[src/rtl/axi4_video_frame_checker_pos_cnt.sv]
// Pixel/line position counters for the frame checker.
// Ports:
//   clk_i, rst_i        clock, synchronous active-high reset
//   beat_i              advance the position by one accepted beat
//   force_line_end_i    end the line on this beat regardless of px
//   force_origin_i      this beat is pixel (0,0)
//   px_o, ln_o          position of the beat presented this cycle
//   line_end_o          this beat terminates a line
//   frame_end_o         this beat terminates the last line of a frame
module axi4_video_pos_cnt #(
  parameter int X_ACTIVE = 1920,
  parameter int Y_ACTIVE = 1080,
  parameter int PX_W     = 11,
  parameter int LN_W     = 11
) (
  input  logic            clk_i,
  input  logic            rst_i,
  input  logic            beat_i,
  input  logic            force_line_end_i,
  input  logic            force_origin_i,
  output logic [PX_W-1:0] px_o,
  output logic [LN_W-1:0] ln_o,
  output logic            line_end_o,
  output logic            frame_end_o
);

  localparam logic [PX_W-1:0] PX_LAST = PX_W'(X_ACTIVE - 1);
  localparam logic [LN_W-1:0] LN_LAST = LN_W'(Y_ACTIVE - 1);

  logic [PX_W-1:0] r_px;
  logic [LN_W-1:0] r_ln;
  logic [PX_W-1:0] w_px;
  logic [LN_W-1:0] w_ln;
  logic            w_line_end;
  logic            w_frame_end;

  // Effective position of the current beat; an origin beat restarts at (0,0)
  always_comb begin
    if (force_origin_i) begin
      w_px = '0;
      w_ln = '0;
    end else begin
      w_px = r_px;
      w_ln = r_ln;
    end
    w_line_end  = force_line_end_i || (w_px == PX_LAST);
    w_frame_end = w_line_end && (w_ln == LN_LAST);
  end

  // Position registers advance only on accepted beats
  always_ff @(posedge clk_i) begin
    if (rst_i) begin
      r_px <= '0;
      r_ln <= '0;
    end else if (beat_i) begin
      if (w_line_end) begin
        r_px <= '0;
        r_ln <= w_frame_end ? '0 : (w_ln + LN_W'(1));
      end else begin
        r_px <= w_px + PX_W'(1);
        r_ln <= w_ln;
      end
    end else begin
      r_px <= r_px;
      r_ln <= r_ln;
    end
  end

  assign px_o        = w_px;
  assign ln_o        = w_ln;
  assign line_end_o  = w_line_end;
  assign frame_end_o = w_frame_end;

endmodule

[config.mk]
export PLATFORM = sky130hd
export DESIGN_NAME = axi4_video_pos_cnt
export DESIGN_NICKNAME = d
export VERILOG_FILES = /design/src/rtl/axi4_video_frame_checker_pos_cnt.sv
export SDC_FILE = /design/constraint.sdc
export NUM_CORES = 1
export LEC_CHECK = 0
export CORE_MARGIN = 4
export CORE_UTILIZATION = 47
export DETAILED_ROUTE_END_ITERATION = 16
export HOLD_SLACK_MARGIN = 0.15
export PLACE_DENSITY = 0.8
export SKIP_CTS_REPAIR_TIMING = 1
export SYNTH_ARGS = -nofsm -noshare
export SYNTH_HDL_FRONTEND = slang
export SYNTH_SLANG_ARGS = --single-unit
[constraint.sdc]
create_clock -name clk_i -period 5.3 [get_ports clk_i]
set_input_delay 0.795 -clock clk_i [delete_from_list [all_inputs] [get_ports clk_i]]
set_output_delay 0.795 -clock clk_i [all_outputs]
set_load 0.1 [all_outputs]
==> run metrics, run 1 <==
Post-synth EDFFs 0; Final period util 77.9%; Max IR drop VDD 0.133 mV; Worst Setup Start Kind primary input; global-route wire length before repair 6870 um; top_reg_cell synth dfxtp_1; Critical Path Source force_origin_i; hpwl dp 2910 um; Lkg Pwr 0.640 nW; RD Place Congestion 0.919; First-pass DRT Iterations 4; synthesized instance count 189; Syn Std Cell Area 1470 um2; DRT antenna net count 0; status finished clean; critical path class primary input to primary output; sequential fraction of the synthesis area 30.1%; most numerous cell on the critical path buf_4; drt via density 6.02; share of the synthesized area in the top cell type 30.1%; Reg-to-Reg Start r_px[0]; starting density of the core 50.9%; CP max FO 22; CTS H-tree lvls 1; Tot GR Track Use 20.5%; asr flop ratio synth 0%; CTS tree yes; Tmin final 4130 ps; normalized max-slew margin 34.8%; WL/cell 15.5 um; Hold Violations, Final 0; Slew Limit Fails 0; ant diodes 0; initial antenna violation count 0; final worst slack 1170 ps; #FFs+latches synth 22; CTS max path bufs 2; initial drt markers 134; commonest cells in the netlist 22 x dfxtp_1, 22 x nor2b_1, 21 x nand2_1, 15 x nor2_1, 10 x a21oi_1; Pwr Total 0.301 mW; slowest CP cell clkdlybuf4s50_1; Crit path required time 4510 ps; Synth area leaders dfxtp_1 30%, nor2b_1 9.4%, nand2_1 5.4%; Reg clk slew, reported paths 120 ps; I/O Buffers 28; NumNets Final 221; Fmax achieved 242 MHz; RSZ-0062 raised after global routing false; Worst path max stage delay 780 ps; Core Util, Final 61.6%; crit path cell chain clkdlybuf4s50_1, buf_4, nand4b_2, nor3_4, nor2_2, inv_1, buf_4; CTS Buf Count 3; Distinct cells, synth 48; pre-CTS setup slack 1160 ps; clk_skew 4.59 ps; Die Span Y 63.8 um; routed wire length 3950 um; # rows 19; via count 1,536; worst-margin pin slew 975 ps; Mapped Nets 196; Power Density 170 nW/um2; DRC Markers 0; Worst setup EP type primary output; Placeable Area 2880 um2; Hold WC Path Type flop to flop; area grow syn2layout 21.0%; Die X-Extent 63.8 um; CTS Root Buffer Type clkbuf_4; worst-skew pair later-pin latency 320 ps; I/O pin cnt 29; setup tns final 0 ps; Ys Warns 0; layout cells sized above 1 16.9%; Hold Startpoint r_ln[1]; number of global-route vias before repair 1,489; max_cap viols 0; clock sink total 22; die area 4070 um2; largest net degree at the start of global routing 27; synthesized area per cell 7.75 um2; largest area contributor in the netlist dfxtp_1; setup violators final 0; Worst Path Arrival 3340 ps; gr ovfl total 0
## sequential cells by signal, indices dropped and copies added (netlist names)
name,cells
r_ln,11
r_px,11
## final timing paths
check,to,slack [ps],cells after the start
setup / recovery,line_end_o,1170,7
hold / removal,r_ln[1],500,2
setup reg to reg,r_px[0],2850,8
hold reg to reg,r_ln[1],500,2
## through the flow
| stage | hold WS, ps | cell area (um2) | std cells |
|---|---|---|---|
| detailed placement | 486 | 1740 | 251 |
| finish | 504 | 1770 | 255 |
| CTS | 500 | 1770 | 255 |
| floorplan | 454 | 1480 | 189 |
| global route | 525 | 1770 | 255 |
| global placement | 478 | 1740 | 251 |
## report_power, final
part | switching, mW | internal [mW] | total (mW)
clock | 0.0537 | 0.0420 | 0.0957
combinational | 0.0275 | 0.00984 | 0.0373
sequential | 0.00113 | 0.166 | 0.168
## critical path, delay by kind of cell
family / cells / cell delay (ps)
buffers and inverters: 4 / 1730
AND/OR/NAND/NOR: 3 / 800
## logic make-up after synthesis
logic type               count (synthesis)  share of synthesized area, %
AO/OA/AOI/OAI                           37                          17.0
XOR/XNOR                                 2                          1.20
adder cells (fa/ha/maj)                  2                          1.71
buffers and inverters                   13                          3.33
flip-flops                              22                          30.1
multiplexers                             6                          4.10
AND/OR/NAND/NOR                        107                          42.6
## cell type report
type | instances | area (um2)
clock buffer | 4 | 36.3
fill | 271 | 1100
inverter | 4 | 15.0
multi-input combinational | 154 | 986
sequential | 22 | 440
tap | 42 | 52.6
timing repair buffer | 29 | 243
## layer usage
metal,routed length [um],vias to the layer above,track usage (%)
met3,261,9,3.50
li1,-,741,-
met5,0,-,0
met1,1700,723,25.6
met4,82,0,9.43
met2,1900,63,34.2
## placed cells by master, fill, tap and decap left out, types with 2 or more instances in the layout
| cell type | instances |
|---|---|
| nand2_1 | 21 |
| ha_1 | 2 |
| clkbuf_4 | 3 |
| o21ai_0 | 6 |
| buf_4 | 19 |
| nor4_1 | 2 |
| nand3_1 | 8 |
| a32oi_1 | 4 |
| dfxtp_1 | 22 |
| nand4_1 | 5 |
| or4_1 | 4 |
| and2_1 | 2 |
| a31oi_1 | 4 |
| clkdlybuf4s50_1 | 10 |
| or2_2 | 2 |
| o31ai_1 | 2 |
| mux2i_1 | 6 |
| nor2b_2 | 4 |
| a21oi_1 | 10 |
| inv_1 | 4 |
| nand3b_1 | 3 |
| nor2_1 | 15 |
| nand4b_1 | 2 |
| nor2b_1 | 18 |
| nor3_1 | 7 |
| and3_1 | 2 |
Power figures use the tool's default switching activity.
==> run 2: changes to the inputs <==
--- a/config.mk
+++ b/config.mk
@@ -6,10 +6,10 @@
 export NUM_CORES = 1
 export LEC_CHECK = 0
 export CORE_MARGIN = 4
-export CORE_UTILIZATION = 47
+export CORE_UTILIZATION = 46
 export DETAILED_ROUTE_END_ITERATION = 16
 export HOLD_SLACK_MARGIN = 0.15
-export PLACE_DENSITY = 0.8
+export PLACE_DENSITY = 0.81
 export SKIP_CTS_REPAIR_TIMING = 1
 export SYNTH_ARGS = -nofsm -noshare
 export SYNTH_HDL_FRONTEND = slang
==> constraint.sdc (replaced) <==
create_clock -name clk_i -period 3.7 [get_ports clk_i]
set_input_delay 0.555 -clock clk_i [delete_from_list [all_inputs] [get_ports clk_i]]
set_output_delay 0.555 -clock clk_i [all_outputs]
set_load 0.1 [all_outputs]
==> run 2 against run 1 <==
Cell count rose by 2.4%. Clock skew is 2.1 ps higher. Via count down 0.78%. Hold slack gained 3.1 ps. Sequential power grew 43%. Largest power group unchanged. Worst setup slack worse by 790 ps. Combinational power increased by 65%. Sequential cell count stayed put. Total power grew 46%. Global-route usage up 0.34 points. Critical path depth rose by 2.
==> run metrics, run 2 (synthesized netlist as in run 1, its figures left out) <==
initial antenna violation count 0 (unchanged); Placeable Area 3050 um2 (+6.1%); CP max FO 14 (-36%); Worst setup EP type primary output; I/O Buffers 28 (unchanged); max_cap viols 0 (unchanged); normalized max-slew margin 57.9% (+23 points); Die X-Extent 64.4 um (+0.94%); Lkg Pwr 0.721 nW (+13%); slowest CP cell clkdlybuf4s50_1; biggest regs r_ln (11), r_px (11); Final period util 89.6%; Worst Path Arrival 2760 ps (-580 ps); Crit path required time 3140 ps (-1370 ps); CTS H-tree lvls 1 (unchanged); hpwl dp 2900 um (-0.44%); status finished clean; CTS Root Buffer Type clkbuf_4; First-pass DRT Iterations 4 (unchanged); CTS Buf Count 3 (unchanged); die area 4150 um2 (+1.9%); clk_skew 6.71 ps (+2.12 ps); NumNets Final 225 (+1.8%); Critical Path Source force_origin_i; Reg-to-Reg Start r_px[0]; Pwr Total 0.440 mW (+46%); Tot GR Track Use 20.8% (+0.34 points); Reg clk slew, reported paths 130 ps (about the same); drt via density 5.84 (-3.1%); largest net degree at the start of global routing 23 (-15%); gr ovfl total 0 (unchanged); Slew Limit Fails 0 (unchanged); Hold Violations, Final 0 (unchanged); Max IR drop VDD 0.135 mV (+1.7%); worst-margin pin slew 630 ps (-345 ps); clock sink total 22 (unchanged); worst-skew pair later-pin latency 320 ps (about the same); via count 1,524 (-0.78%); # rows 20 (+1); Fmax achieved 302 MHz; R2R cell count 8 (unchanged); area grow syn2layout 38.3%; crit path cell chain clkdlybuf4s50_1, nor2b_4, ha_1, nand4b_2, nor3_4, nor2_2, buf_4, nor2_4, buf_12; WL/cell 15.4 um (-0.47%); setup violators final 0 (unchanged); I/O pin cnt 29 (unchanged); reg2reg setup slack 1350 ps (-1500 ps); RD Place Congestion 0.881 (-4.1%); CTS max path bufs 2 (unchanged); setup tns final 0 ps (unchanged); commonest cells after routing, fill and taps aside 22 x dfxtp_1, 21 x nand2_1, 18 x nor2b_1; ant diodes 0 (unchanged); Reg2Reg Capture Point r_ln[4]; DRC Markers 0 (unchanged); Tmin final 3320 ps; number of global-route vias before repair 1,497 (+0.54%); RSZ-0062 raised after global routing false; Power Density 217 nW/um2 (+28%); Worst path max stage delay 640 ps (-140 ps); Hold WC Path Type flop to flop; Worst Setup Start Kind primary input; CTS tree yes; routed wire length 4020 um (+1.9%); CP Capture Point frame_end_o; global-route wire length before repair 6980 um (+1.6%); commonest non-fill, non-tap cell in the layout dfxtp_1; initial drt markers 127 (-5.2%); critical path class primary input to primary output; starting density of the core 48.0% (-2.9 points); layout cells sized above 1 21.7% (+4.8 points); DRT antenna net count 0 (unchanged); Die Span Y 64.4 um (+0.94%)
==> run 2: cell types whose count changed in the layout (fill, tap and decap cells not counted) <==
cell / previous run / this run
buf_4: 19 / 12
nor2_1: 15 / 14
nor2b_2: 4 / 1
clkdlybuf4s50_1: 10 / 4
nor2b_4: 0 / 3
nor2_4: 0 / 1
buf_12: 0 / 17
==> run 2: how the worst min path moves through the flow <==
stage / startpoint / to / slack, ps / cells after the start
6_report: r_px[8] / r_px[8] / 510 / 2
5_1_grt: r_px[0] / r_px[0] / 540 / 2
4_1_cts: r_ln[0] / r_ln[0] / 510 / 2
3_5_place_dp: r_ln[0] / r_ln[0] / 490 / 2
3_3_place_gp: r_px[8] / r_px[8] / 480 / 2
2_1_floorplan: r_ln[0] / r_ln[0] / 450 / 2
==> run 2: routing by layer <==
layer / global-route usage, % / vias up / part of all wire, %
met3: 2.43 / 13 / 4.6
met2: 34.3 / 51 / 49
met5: 0 / - / 0
li1: - / 749 / -
met4: 10.3 / 0 / 3.3
met1: 26.8 / 711 / 44
==> run 2: final cells by class <==
type                       instances  area [um2]
timing repair buffer              33         470
clock buffer                       4        36.3
inverter                           4        15.0
multi-input combinational        154        1010
sequential                        22         440
tap                               44        55.1
fill                             266        1030
==> run 2: worst max-delay path: cells and delay by family <==
family        cells  cell delay [ps]
simple gates      5              900
fa+ha+maj         1              260
buf+inv           3             1030
==> run 2: through the flow <==
| stage | utilization [%] | setup slack (ps) | area, um2 | cells | hold WS (ps) |
|---|---|---|---|---|---|
| global placement | 65.2 | 458 | 1990 | 257 | 480 |
| finish | 66.4 | 384 | 2030 | 261 | 507 |
| global route | 66.4 | 255 | 2030 | 261 | 538 |
| floorplan | - | 22.8 | 1500 | 189 | 454 |
| detailed placement | 65.2 | 405 | 1990 | 257 | 491 |
| CTS | 66.4 | 399 | 2030 | 261 | 510 |
==> run 2: where the power goes <==
| part | internal [mW] | total [mW] | switching, mW |
|---|---|---|---|
| Sequential | 0.238 | 0.240 | 0.00163 |
| Clock | 0.0602 | 0.139 | 0.0785 |
| Combinational | 0.0196 | 0.0614 | 0.0417 |
| Total | 0.318 | 0.440 | 0.122 |
==> run 3: changes to the inputs <==
==> constraint.sdc (replaced) <==
create_clock -name clk_i -period 3.7 [get_ports clk_i]
set_input_delay 0.37 -clock clk_i [delete_from_list [all_inputs] [get_ports clk_i]]
set_output_delay 0.37 -clock clk_i [all_outputs]
set_load 0.1 [all_outputs]
==> run 3 against run 2 <==
Fmax grew 4.9%. Sequential share of layout area grew 2.0 points. Highest routed layer unchanged. Non-clock buffer count grew 1. Total power grew 11%.
==> run metrics, run 3 (synthesized netlist as in run 1, its figures left out) <==
Hold Violations, Final 0 (unchanged); hpwl dp 2710 um (-6.7%); largest net degree at the start of global routing 22 (-4.3%); R2R cell count 8 (unchanged); CTS max path bufs 2 (unchanged); normalized max-slew margin 56.6% (-1.4 points); Worst Setup Start Kind primary input; FILL cells 291 (+9.4%); crit path cell chain clkdlybuf4s50_1, nor2b_2, ha_1, nand4b_2, nor3_4, nor2_2, buf_4, inv_1, buf_12; CP max FO 15 (+1); Die Span Y 64.4 um (unchanged); I/O pin cnt 29 (unchanged); setup violators final 0 (unchanged); CTS tree yes; final worst slack 538 ps (+154 ps); I/O Buffers 28 (unchanged); routed wire length 3680 um (-8.4%); Worst Path Arrival 2790 ps (+30 ps); area of the multi-input gates 998 um2 (-0.99%); initial drt markers 69 (-46%); pre-CTS setup slack 530 ps (+125 ps); WL/cell 14.1 um (-8.7%); ant diodes 0 (unchanged); number of global-route vias before repair 1,393 (-6.9%); commonest cells after routing, fill and taps aside 28 x buf_4, 22 x dfxtp_1, 21 x nand2_1; Max IR drop VDD 0.137 mV (+1.2%); global-route wire length before repair 6380 um (-8.6%); Reg2Reg Capture Point r_ln[6]; Placeable Area 3050 um2 (unchanged); max_cap viols 0 (unchanged); CTS Buf Count 3 (unchanged); drt via density 5.71 (-2.3%); worst-skew pair later-pin latency 320 ps (about the same); CTS Root Buffer Type clkbuf_4; Worst setup EP type primary output; hold endpoint r_ln[1]; initial antenna violation count 0 (unchanged); Hold Startpoint r_ln[1]; Slew Limit Fails 0 (unchanged); Reg-to-Reg Start r_px[0]; Reg clk slew, reported paths 120 ps (about the same); reg2reg setup slack 1450 ps (+100 ps); CTS H-tree lvls 1 (unchanged); Hold WC Path Type flop to flop; register area 440 um2 (unchanged); commonest non-fill, non-tap cell in the layout buf_4; WHS Path Cells 2 (unchanged); Die X-Extent 64.4 um (unchanged); DRC Markers 0 (unchanged); area grow syn2layout 26.4%; DRT antenna net count 0 (unchanged); slowest CP cell clkdlybuf4s50_1; die area 4150 um2 (unchanged); starting density of the core 48.0% (unchanged); Lkg Pwr 0.691 nW (-4.2%); status finished clean; biggest regs r_ln (11), r_px (11); critical path class primary input to primary output; Power Density 263 nW/um2 (+21%); clock sink total 22 (unchanged); setup tns final 0 ps (unchanged); via count 1,495 (-1.9%); Tot GR Track Use 18.9% (-1.9 points); # rows 20 (unchanged); gr ovfl total 0 (unchanged); Final period util 85.5% (-4.2 points); NumNets Final 226 (+0.44%); Tmin final 3160 ps (-154 ps); layout cells sized above 1 22.0% (+0.36 points); Worst path max stage delay 740 ps (+100 ps); RSZ-0062 raised after global routing false; clk_skew 10.4 ps (+3.65 ps); worst-margin pin slew 650 ps (+19.5 ps); RD Place Congestion 0.822 (-6.7%); First-pass DRT Iterations 4 (unchanged); Fmax achieved 316 MHz (+4.9%); Crit path required time 3330 ps (+190 ps)
## run 3: cell count changes in the layout (fill, tap and decap cells not counted), sizes merged
cell / previous run / this run
buf: 29 / 30
clkbuf: 4 / 3
bufinv: 0 / 1
## run 3: critical path: cells and delay by family
family	cells	cell delay [ps]
fa+ha+maj	1	270
buf+inv	4	1360
simple gates	4	760
## run 3: report_power, final
part / switching (mW) / total, mW / internal, mW / leakage, nW
Combinational: 0.0412 / 0.0600 / 0.0189 / 0.485
Sequential: 0.00145 / 0.240 / 0.238 / 0.178
Clock: 0.0777 / 0.187 / 0.110 / 0.0279
## run 3: stage by stage
stage	util (%)	power (mW)	hold slack [ps]	cells	cell area [um2]
2_1_floorplan	-	0.283	454	189	1490
3_3_place_gp	58.9	0.305	483	258	1800
3_5_place_dp	58.9	0.305	487	258	1800
4_1_cts	60.7	0.491	508	262	1850
5_1_grt	60.7	0.512	533	262	1850
6_report	60.7	0.487	507	262	1850
## run 3: worst max-delay path by stage
stage                   startpoint    endpoint  slack (ps)  depth (start not counted)
finish              force_origin_i  line_end_o         540                          9
global route        force_origin_i  line_end_o         360                          9
CTS                 force_origin_i  line_end_o         530                          9
detailed placement  force_origin_i  line_end_o         530                          9
global placement    force_origin_i  line_end_o         590                          9
floorplan           force_origin_i     r_ln[2]         200                          9
## run 3: cell type report
class / instances / share of cell area, %
Sequential cell: 22 / 23.8
Inverter: 4 / 0.811
Timing Repair Buffer: 34 / 15.7
Tap cell: 44 / 2.97
Clock buffer: 3 / 1.22
Multi-Input combinational cell: 154 / 53.9
Clock inverter: 1 / 1.62
## run 3: layer usage
metal / track usage [%] / vias up / wire [um]
li1: - / 750 / -
met4: 6.60 / 0 / 33
met3: 3.12 / 4 / 198
met1: 24.9 / 706 / 1780
met5: 0 / - / 0
met2: 31.2 / 35 / 1670
